## config.mk

```make
export PLATFORM = sky130hd
export DESIGN_NAME = uart_tx_engine
export DESIGN_NICKNAME = d
export VERILOG_FILES = /design/src/rtl/uart_tx_engine.sv
export SDC_FILE = /design/constraint.sdc
export NUM_CORES = 1
export LEC_CHECK = 0
export BUFFER_PORTS_ARGS = -buffer_cell sky130_fd_sc_hd__buf_2
export CAP_MARGIN = 20
export CORE_AREA = 4 4 151 153
export DETAILED_ROUTE_END_ITERATION = 12
export DIE_AREA = 0 0 155 157
export PLACE_DENSITY_LB_ADDON = 0.3
export SYNTH_ARGS = -nofsm -noshare
export SYNTH_HDL_FRONTEND = slang
export SYNTH_SLANG_ARGS = --single-unit
export TNS_END_PERCENT = 100
```

## constraint.sdc

```tcl
create_clock -name i_clk -period 12.1 [get_ports i_clk]
set_clock_uncertainty 0.1 [all_clocks]
set_input_delay 2.42 -clock i_clk [delete_from_list [all_inputs] [get_ports i_clk]]
set_output_delay 2.42 -clock i_clk [all_outputs]
set_load 0.02 [all_outputs]
```

## src/rtl/uart_tx_engine.sv

```systemverilog
// 16550-style UART transmit path: TX FIFO / holding register, 16x baud
// prescaler, frame serialiser and THRE/TEMT status for LSR.
module uart_tx_engine #(
    parameter int FIFO_DEPTH    = 16,
    parameter int DIVISOR_WIDTH = 16,
    parameter int DATA_WIDTH    = 8
) (
    input  logic                          i_clk,
    input  logic                          i_rst,
    input  logic                          i_fifo_enable,
    input  logic                          i_tx_fifo_reset,
    input  logic [1:0]                    i_wls,
    input  logic                          i_stb,
    input  logic                          i_pen,
    input  logic                          i_eps,
    input  logic                          i_stick_parity,
    input  logic                          i_set_break,
    input  logic [DIVISOR_WIDTH-1:0]      i_divisor,
    input  logic                          i_thr_valid,
    input  logic [DATA_WIDTH-1:0]         i_thr_data,
    output logic                          o_thr_ready,
    output logic [$clog2(FIFO_DEPTH):0]   o_fifo_count,
    output logic                          o_thre,
    output logic                          o_temt,
    output logic                          o_tx
);
    localparam int AW = $clog2(FIFO_DEPTH);
    localparam int CW = AW + 1;

    typedef enum logic [2:0] {S_IDLE, S_START, S_DATA, S_PARITY, S_STOP} state_t;

    state_t                   state_q, state_d;
    logic [DATA_WIDTH-1:0]    mem_q [FIFO_DEPTH];
    logic [AW-1:0]            wr_ptr_q, wr_ptr_d, rd_ptr_q, rd_ptr_d;
    logic [CW-1:0]            count_q, count_d;
    logic                     fifo_en_q;
    logic [DIVISOR_WIDTH-1:0] presc_q, presc_d;
    logic [4:0]               tick_cnt_q, tick_cnt_d;
    logic [4:0]               stop_last_q, stop_last_d;
    logic [2:0]               bit_cnt_q, bit_cnt_d, data_last_q, data_last_d;
    logic                     pen_q, pen_d, par_q, par_d;
    logic [DATA_WIDTH-1:0]    shift_q, shift_d;
    logic                     tx_q, tx_d;

    logic                     full, flush, push, pop, can_load, tick, tick_last;
    logic [DATA_WIDTH-1:0]    rd_data, char_mask;

    // Bits that belong to the character at the current word length.
    generate
        for (genvar gi = 0; gi < DATA_WIDTH; gi++) begin : g_mask
            assign char_mask[gi] = (32'(i_wls) + 32'd5) > 32'(gi);
        end
    endgenerate

    assign rd_data   = mem_q[rd_ptr_q];
    assign full      = fifo_en_q ? (count_q == CW'(FIFO_DEPTH)) : (count_q != '0);
    assign flush     = i_tx_fifo_reset || (i_fifo_enable != fifo_en_q);
    assign push      = i_thr_valid && !full && !flush;
    assign can_load  = (count_q != '0) && !flush;
    assign tick      = (state_q != S_IDLE) && (i_divisor != '0) && (presc_q == '0);
    assign tick_last = tick && (tick_cnt_q == ((state_q == S_STOP) ? stop_last_q : 5'd15));

    always_comb begin
        wr_ptr_d = wr_ptr_q;
        rd_ptr_d = rd_ptr_q;
        count_d  = count_q;
        if (flush) begin
            wr_ptr_d = '0;
            rd_ptr_d = '0;
            count_d  = '0;
        end else begin
            if (push) wr_ptr_d = wr_ptr_q + AW'(1);
            if (pop)  rd_ptr_d = rd_ptr_q + AW'(1);
            count_d = count_q + CW'(push) - CW'(pop);
        end
    end

    always_comb begin
        state_d     = state_q;
        presc_d     = presc_q;
        tick_cnt_d  = tick_cnt_q;
        bit_cnt_d   = bit_cnt_q;
        data_last_d = data_last_q;
        stop_last_d = stop_last_q;
        pen_d       = pen_q;
        par_d       = par_q;
        shift_d     = shift_q;
        pop         = 1'b0;
        tx_d        = 1'b1;

        // A zero divisor freezes the prescaler and therefore the whole frame.
        if (state_q != S_IDLE && i_divisor != '0)
            presc_d = (presc_q == '0) ? i_divisor - DIVISOR_WIDTH'(1) : presc_q - DIVISOR_WIDTH'(1);
        if (tick)
            tick_cnt_d = tick_last ? 5'd0 : tick_cnt_q + 5'd1;

        case (state_q)
            S_IDLE:   pop = can_load;
            S_START:  if (tick_last) begin
                          state_d   = S_DATA;
                          bit_cnt_d = '0;
                      end
            S_DATA:   if (tick_last) begin
                          shift_d = shift_q >> 1;
                          if (bit_cnt_q == data_last_q)
                              state_d = pen_q ? S_PARITY : S_STOP;
                          else
                              bit_cnt_d = bit_cnt_q + 3'd1;
                      end
            S_PARITY: if (tick_last) state_d = S_STOP;
            S_STOP:   if (tick_last) begin
                          if (can_load) pop = 1'b1;
                          else          state_d = S_IDLE;
                      end
            default:  state_d = S_IDLE;
        endcase

        // Loading a character latches its line settings and restarts bit timing.
        if (pop) begin
            state_d     = S_START;
            shift_d     = rd_data;
            data_last_d = 3'd4 + {1'b0, i_wls};
            stop_last_d = !i_stb ? 5'd15 : ((i_wls == 2'd0) ? 5'd23 : 5'd31);
            pen_d       = i_pen;
            par_d       = i_stick_parity ? !i_eps
                        : (i_eps ? ^(rd_data & char_mask) : ~^(rd_data & char_mask));
            tick_cnt_d  = '0;
            presc_d     = (i_divisor == '0) ? '0 : i_divisor - DIVISOR_WIDTH'(1);
        end
        if (state_d == S_IDLE) begin
            presc_d    = '0;
            tick_cnt_d = '0;
        end

        case (state_d)
            S_START:  tx_d = 1'b0;
            S_DATA:   tx_d = shift_d[0];
            S_PARITY: tx_d = par_d;
            default:  tx_d = 1'b1;
        endcase
    end

    always_ff @(posedge i_clk) begin
        if (i_rst) begin
            state_q     <= S_IDLE;
            wr_ptr_q    <= '0;
            rd_ptr_q    <= '0;
            count_q     <= '0;
            fifo_en_q   <= i_fifo_enable;
            presc_q     <= '0;
            tick_cnt_q  <= '0;
            bit_cnt_q   <= '0;
            data_last_q <= 3'd7;
            stop_last_q <= 5'd15;
            pen_q       <= 1'b0;
            par_q       <= 1'b0;
            shift_q     <= '0;
            tx_q        <= 1'b1;
        end else begin
            state_q     <= state_d;
            wr_ptr_q    <= wr_ptr_d;
            rd_ptr_q    <= rd_ptr_d;
            count_q     <= count_d;
            fifo_en_q   <= i_fifo_enable;
            presc_q     <= presc_d;
            tick_cnt_q  <= tick_cnt_d;
            bit_cnt_q   <= bit_cnt_d;
            data_last_q <= data_last_d;
            stop_last_q <= stop_last_d;
            pen_q       <= pen_d;
            par_q       <= par_d;
            shift_q     <= shift_d;
            tx_q        <= i_set_break ? 1'b0 : tx_d;
        end
    end

    always_ff @(posedge i_clk) begin
        if (push) mem_q[wr_ptr_q] <= i_thr_data;
    end

    assign o_thr_ready  = !full;
    assign o_fifo_count = count_q;
    assign o_thre       = (count_q == '0);
    assign o_temt       = (count_q == '0) && (state_q == S_IDLE);
    assign o_tx         = tx_q;
endmodule

```

# [Yosys cells after proc, flatten, opt, wreduce, memory -nomap -nowiden]
# Memories as Yosys holds them, arrays and structs flattened. A register that Yosys moved wholly into a read port is not among the register bits.
# Index checks and enable logic that the tools add are counted.
# W data, S select, Z words.
[totals] wordCells=117 mem_bits_rw=128 mem_count=1 in_bits=36 output_inout_bits=9 regBits=60
[classes] magnitude_cmp=8 addsub=10 bitwise_logic=1 mux=37 eq_ne=14 n_reduce_logical=31
[mem_list] name="mem_q" words=16 word_bits=8 rd=1 rd_ports_with_merged_regs=1 write_ports=1 line_no="33" source="logic [DATA_WIDTH-1:0] mem_q [FIFO_DEPTH];"
[op_table] cell="$gt A32 B3 Y1 const B" count=3
[op_table] cell="$gt A32 B1 Y1 const B" count=2
[op_table] cell="$gt A32 B2 Y1 const B" count=2
[op_table] cell="$mux W16" count=4
[op_table] cell="$mux W3" count=11
[op_table] cell="$logic_not A16 Y1" count=2
[op_table] cell="$sub A16 B1 Y16 const B" count=2
[op_table] cell="$mux W8" count=3
[op_table] cell="$reduce_bool A16 Y1" count=1
[op_table] cell="$mux W5" count=3
[op_table] cell="$pmux W3 S5" count=1
[op_table] cell="$eq A3 B2 Y1 const B" count=4
[op_table] cell="$mux W4" count=3
[op_table] cell="$mux W1" count=9
[op_table] cell="$add A4 B1 Y4 const B" count=2
[op_table] cell="$and A8 B8 Y8" count=1
[op_table] cell="$reduce_bool A2 Y1" count=4
[op_table] cell="$reduce_xnor A8 Y1" count=1
[op_table] cell="$reduce_xor A8 Y1" count=1
[op_table] cell="$logic_and A1 B1 Y1" count=7
[op_table] cell="$eq A3 B1 Y1 const B" count=2
[op_table] cell="$logic_not A3 Y1" count=2
[op_table] cell="$ne A2 B2 Y1 const B" count=3
[op_table] cell="$pmux W3 S2" count=1
[op_table] cell="other kinds (24)" count=27

# [Depth between registers and ports, before layout]
[logic_depth] ltp_word=11 ltp_mapped=19 ltp_nobuf=16

# [Worst setup path after synthesis]
# No wires, ideal clock.
[synth_timing] path_kind="input port to flip-flop" startpoint="input i_divisor[3]" endpoint="register count_q[4] (netlist: o_fifo_count[4])" n_path_buf=2 setup_slack_ns=5.798 arrival_ns=6.133 setup_ns=0.070 t_required_ns=11.930 stages=16 cell_sequence="or4_1 -> or4b_1 -> o21a_1 -> nand4_4 -> a21o_2 -> inv_1 -> buf_2 -> buf_2 -> ha_1 -> inv_1 -> ha_1 -> fa_1 -> a21oi_1 -> nor2_1 -> or3_1 -> a21oi_1"
[synth_between] elab_chain_len=7
[synth_rtl] element="start, declared" line_no="18" source="input logic [DIVISOR_WIDTH-1:0] i_divisor,"
[synth_rtl] element="$reduce_bool A16 Y1" line_no="60" source="assign tick = (state_q != S_IDLE) && (i_divisor != '0) && (presc_q == '0);"
[synth_rtl] element="$logic_and A1 B1 Y1 (2 in a row)" line_no="60"
[synth_rtl] element="$logic_and A1 B1 Y1" line_no="61" source="assign tick_last = tick && (tick_cnt_q == ((state_q == S_STOP) ? stop_last_q : 5'd15));"
[synth_rtl] element="$mux W1" line_no="111" source="S_STOP: if (tick_last) begin"
[synth_rtl] element="$pmux W1 S2" line_no="97" source="case (state_q)"
[synth_rtl] element="named net pop" line_no="45" source="logic full, flush, push, pop, can_load, tick, tick_last;"
[synth_rtl] element="$sub A5 B1 Y5" line_no="74" source="count_d = count_q + CW'(push) - CW'(pop);"
[synth_rtl] element="end signal, assigned" line_no="163" source="count_q <= count_d;"
[synth_rtl] element="end, declared" line_no="35" source="logic [CW-1:0] count_q, count_d;"
# The timed path passes the listed nets, and every way through them passes these cells.
# A chain may end at the register's enable or synchronous reset.

# [Final worst setup path]
[layout_timing] startpoint="input i_divisor[3]" endpoint="register count_q[4] (netlist: o_fifo_count[4])"
[layout_between] elab_chain_len=7
[layout_rtl] element="$reduce_bool A16 Y1" line_no="60"
[layout_rtl] element="$logic_and A1 B1 Y1 (2 in a row)" line_no="60"
[layout_rtl] element="$logic_and A1 B1 Y1" line_no="61"
[layout_rtl] element="$mux W1" line_no="111"
[layout_rtl] element="$pmux W1 S2" line_no="97"
[layout_rtl] element="$sub A5 B1 Y5" line_no="74"
# Every way passes these cells.

==> metrics.csv <==
metric,value,unit
iteration-0 DRC count of the detailed router,413,
antenna-violating nets left,0,
CP Class,input port to flop,
max cap viols,0,
mean post-synth cell area,12.7,um^2
Leak Pwr,3.14,nW
Worst setup SP type,input port,
end of the worst register-to-register path,o_fifo_count[4]$_SDFF_PP0_,
Layout Cells excl Fill,1003,
CP Capture Point,o_fifo_count[4]$_SDFF_PP0_,
clock buffer depth,2,
synthesis-stage register bit count,188,
remaining global-route overflow,0,
Worst slew margin,0.287,
I/O Pins,45,
Clock Latency Late Sink,0.45,ns
critical-path cell list,"buf_2, or4_1, or4b_1, o21a_1, nand4_4, a21o_2, inv_1, ha_1, inv_1, ha_1, fa_1, a21oi_1, nor2_1, or3_1, a21oi_1",
Adder-Cell Fraction of Synth Area,0.0259,
Crit Path Max Fanout,25,
xor/xnor share of the synthesized area,0.0397,
top-area cell type share of the netlist area,0.452,
RSZ-0062 raised after global routing,false,
Final Cycle Share,0.560,
complex-gate fraction of the synthesized area,0.0779,
die height,157,um
fin util,0.448,
WL/cell,19.5,um
NumNets Final,763,
CTS Buf Count,17,
Row Count,54,
largest family of logic cells by synthesized area,simple AND/OR/NAND/NOR gates,
Die W,155,um
n_diodes,0,
r2r setup slk,7.18,ns
sequential cell area fraction in the yosys report,0.593,
Tightest Pin Transition,1.07,ns
DRC errors left,0,
crit path max-delay cell type,or4_1,
GRT Total Usage,0.165,
Hold Path Class,flop to flop,
Post-DP Area,9010,um^2
Critical Path Source,i_divisor[3],
hold_sp,shift_q[3]$_SDFFE_PP0P_,
R2R depth,16,
Main synth FF type,edfxtp_1,
RR Startpoint,presc_q[0]$_SDFFE_PP0P_,
Clock Pin Slew Worst Setup and Hold Paths,0.08,ns
synth warn,0,
Slew Limit Fails,0,
Placer Congestion,0.813,
synth top area cells,"edfxtp_1 45%, dfxtp_1 14%, mux4_2 9.3%",
postcts setup bufs,0,
Initial Util,0.395,
post-route setup TNS,0,ns
Final Hold Fails,0,
Post-DP HPWL,13600,um
antenna violations before repair,0,
Fmax,148,MHz
Final Cell Area,9650,um^2
multiplexer share of the synthesized area,0.0938,
I/O Buffers,44,
Detailed Route WL,19600,um
Post-Syn Nets,721,
CP arrival,7.04,ns
Sink Count,188,
final setup violation count,0,
Synth cell types,70,
first-pass GRT wire length,31100,um
H-tree depth,4,
die area,24300,um^2
async set-or-reset flop fraction in the synthesized netlist,0,
mapped cell area,8510,um^2
vias,5626,
layout cells sized above 1,0.192,
largest net degree at the start of global routing,33,
Peak VDD IR,110,uV
status,"complete, no violations",
minimum clock period,6.78,ns
number of enable flip-flop cells after synthesis,128,
PwrDens,138,nW/um^2
CTS tree,done,
drt via density,5.61,
Simple-Gate Fraction of Synth Area,0.145,
Cells after DPL,971,
hold slack,0.378,ns
top cell type by total area after synthesis,edfxtp_1,
hold_buf cts,0,
crit path capture type,flop,
Pre-Repair DR Iteration Count,5,
CTS root buffer,clkbuf_16,
core footprint,21600,um^2
vias in the first global route,5610,
CP required,12.36,ns
area grow syn2layout,13.4,%
PostCTS Resize Cnt,0,
CP max stage delay,0.62,ns
Mapped Cells,668,
## worst min-delay path by stage
stage | endpoint | slack, ns | depth (start not counted)
finish | shift_q[3]$_SDFFE_PP0P_ | 0.38 | 2
global route | shift_q[2]$_SDFFE_PP0P_ | 0.39 | 2
CTS | shift_q[3]$_SDFFE_PP0P_ | 0.37 | 2
detailed placement | shift_q[3]$_SDFFE_PP0P_ | 0.36 | 2
global placement | shift_q[2]$_SDFFE_PP0P_ | 0.36 | 2
floorplan | shift_q[2]$_SDFFE_PP0P_ | 0.35 | 2
## flip-flops by register name, indices dropped and copies added, names as in the netlist, 2 cells and up, named ones only
signal,count
bit_cnt_q,3
data_last_q,2
mem_q,128
o_fifo_count,5
presc_q,16
rd_ptr_q,4
shift_q,8
state_q,3
stop_last_q,2
tick_cnt_q,5
wr_ptr_q,4
## logic make-up after synthesis
group	count (synthesis)
fa+ha+maj	17
flops	188
xor+xnor	37
compound gates	100
buf+inv	50
mux	36
simple gates	240
## critical path: cells and delay by family
kind            cells  cell delay, ns
compound gates      4            1.07
fa+ha+maj           3            1.07
simple gates        5            1.80
buf+inv             3            0.65
## cell usage in the layout, fill, tap and decap left out, types with 6 or more instances in the layout
| cell | instances |
|---|---|
| nor2b_1 | 6 |
| nor4_1 | 8 |
| buf_2 | 44 |
| nand3_1 | 21 |
| a22oi_1 | 10 |
| o21ai_0 | 15 |
| mux4_2 | 35 |
| nand3b_1 | 6 |
| a31oi_1 | 9 |
| nor2_1 | 69 |
| inv_1 | 21 |
| xor2_1 | 18 |
| edfxtp_1 | 128 |
| buf_4 | 8 |
| ha_1 | 16 |
| dfxtp_1 | 59 |
| clkbuf_16 | 17 |
| xnor2_1 | 18 |
| nor3_1 | 16 |
| a21oi_1 | 33 |
| nand2_1 | 63 |
| or3_1 | 9 |
## metal layers
metal | routed length (um) | track usage | vias to the layer above
li1 | - | - | 2613
met1 | 8180 | 0.208 | 2808
met2 | 10100 | 0.288 | 188
met3 | 1090 | 0.0357 | 17
met4 | 200 | 0.0446 | 0
met5 | 0 | 0 | -
## cells in the mapped netlist, types with 4 or more instances
library cell	instances
or3_1	9
dfxtp_1	60
nor4_1	8
inv_1	21
clkbuf_1	17
ha_1	16
o21ai_0	15
nand2b_1	5
a31oi_1	9
nand2_1	63
nor3_1	16
xnor2_1	18
nand3_1	21
nand4_1	5
nor2_1	69
a21oi_1	33
a22oi_1	10
nor2b_1	6
xor2_1	18
mux4_2	35
edfxtp_1	128
a311oi_1	4
a211oi_1	5
buf_2	7
nand3b_1	6
## power by group
part / internal [mW] / switching (mW) / total [mW]
logic: 0.0153 / 0.0275 / 0.0428
clock network: 0.309 / 0.294 / 0.603
registers: 0.687 / 0.00108 / 0.688
## metrics by stage
step	power (mW)	setup WS, ns
after detailed placement	0.745	4.88
after CTS	1.34	5.32
after floorplan	0.723	5.80
after global placement	0.744	5.02
after global routing	1.38	5.05
final	1.33	5.32
## layout make-up
| type | count | area (um^2) |
|---|---|---|
| flip-flops and latches | 188 | 5050 |
| repair buffers | 52 | 280 |
| inverters | 21 | 78.8 |
| well taps | 280 | 350 |
| clock inverters | 15 | 216 |
| fillers | 1916 | 11900 |
| multi-input cells | 430 | 3260 |
| clock buffers | 17 | 425 |
Power figures use the tool's default switching activity.
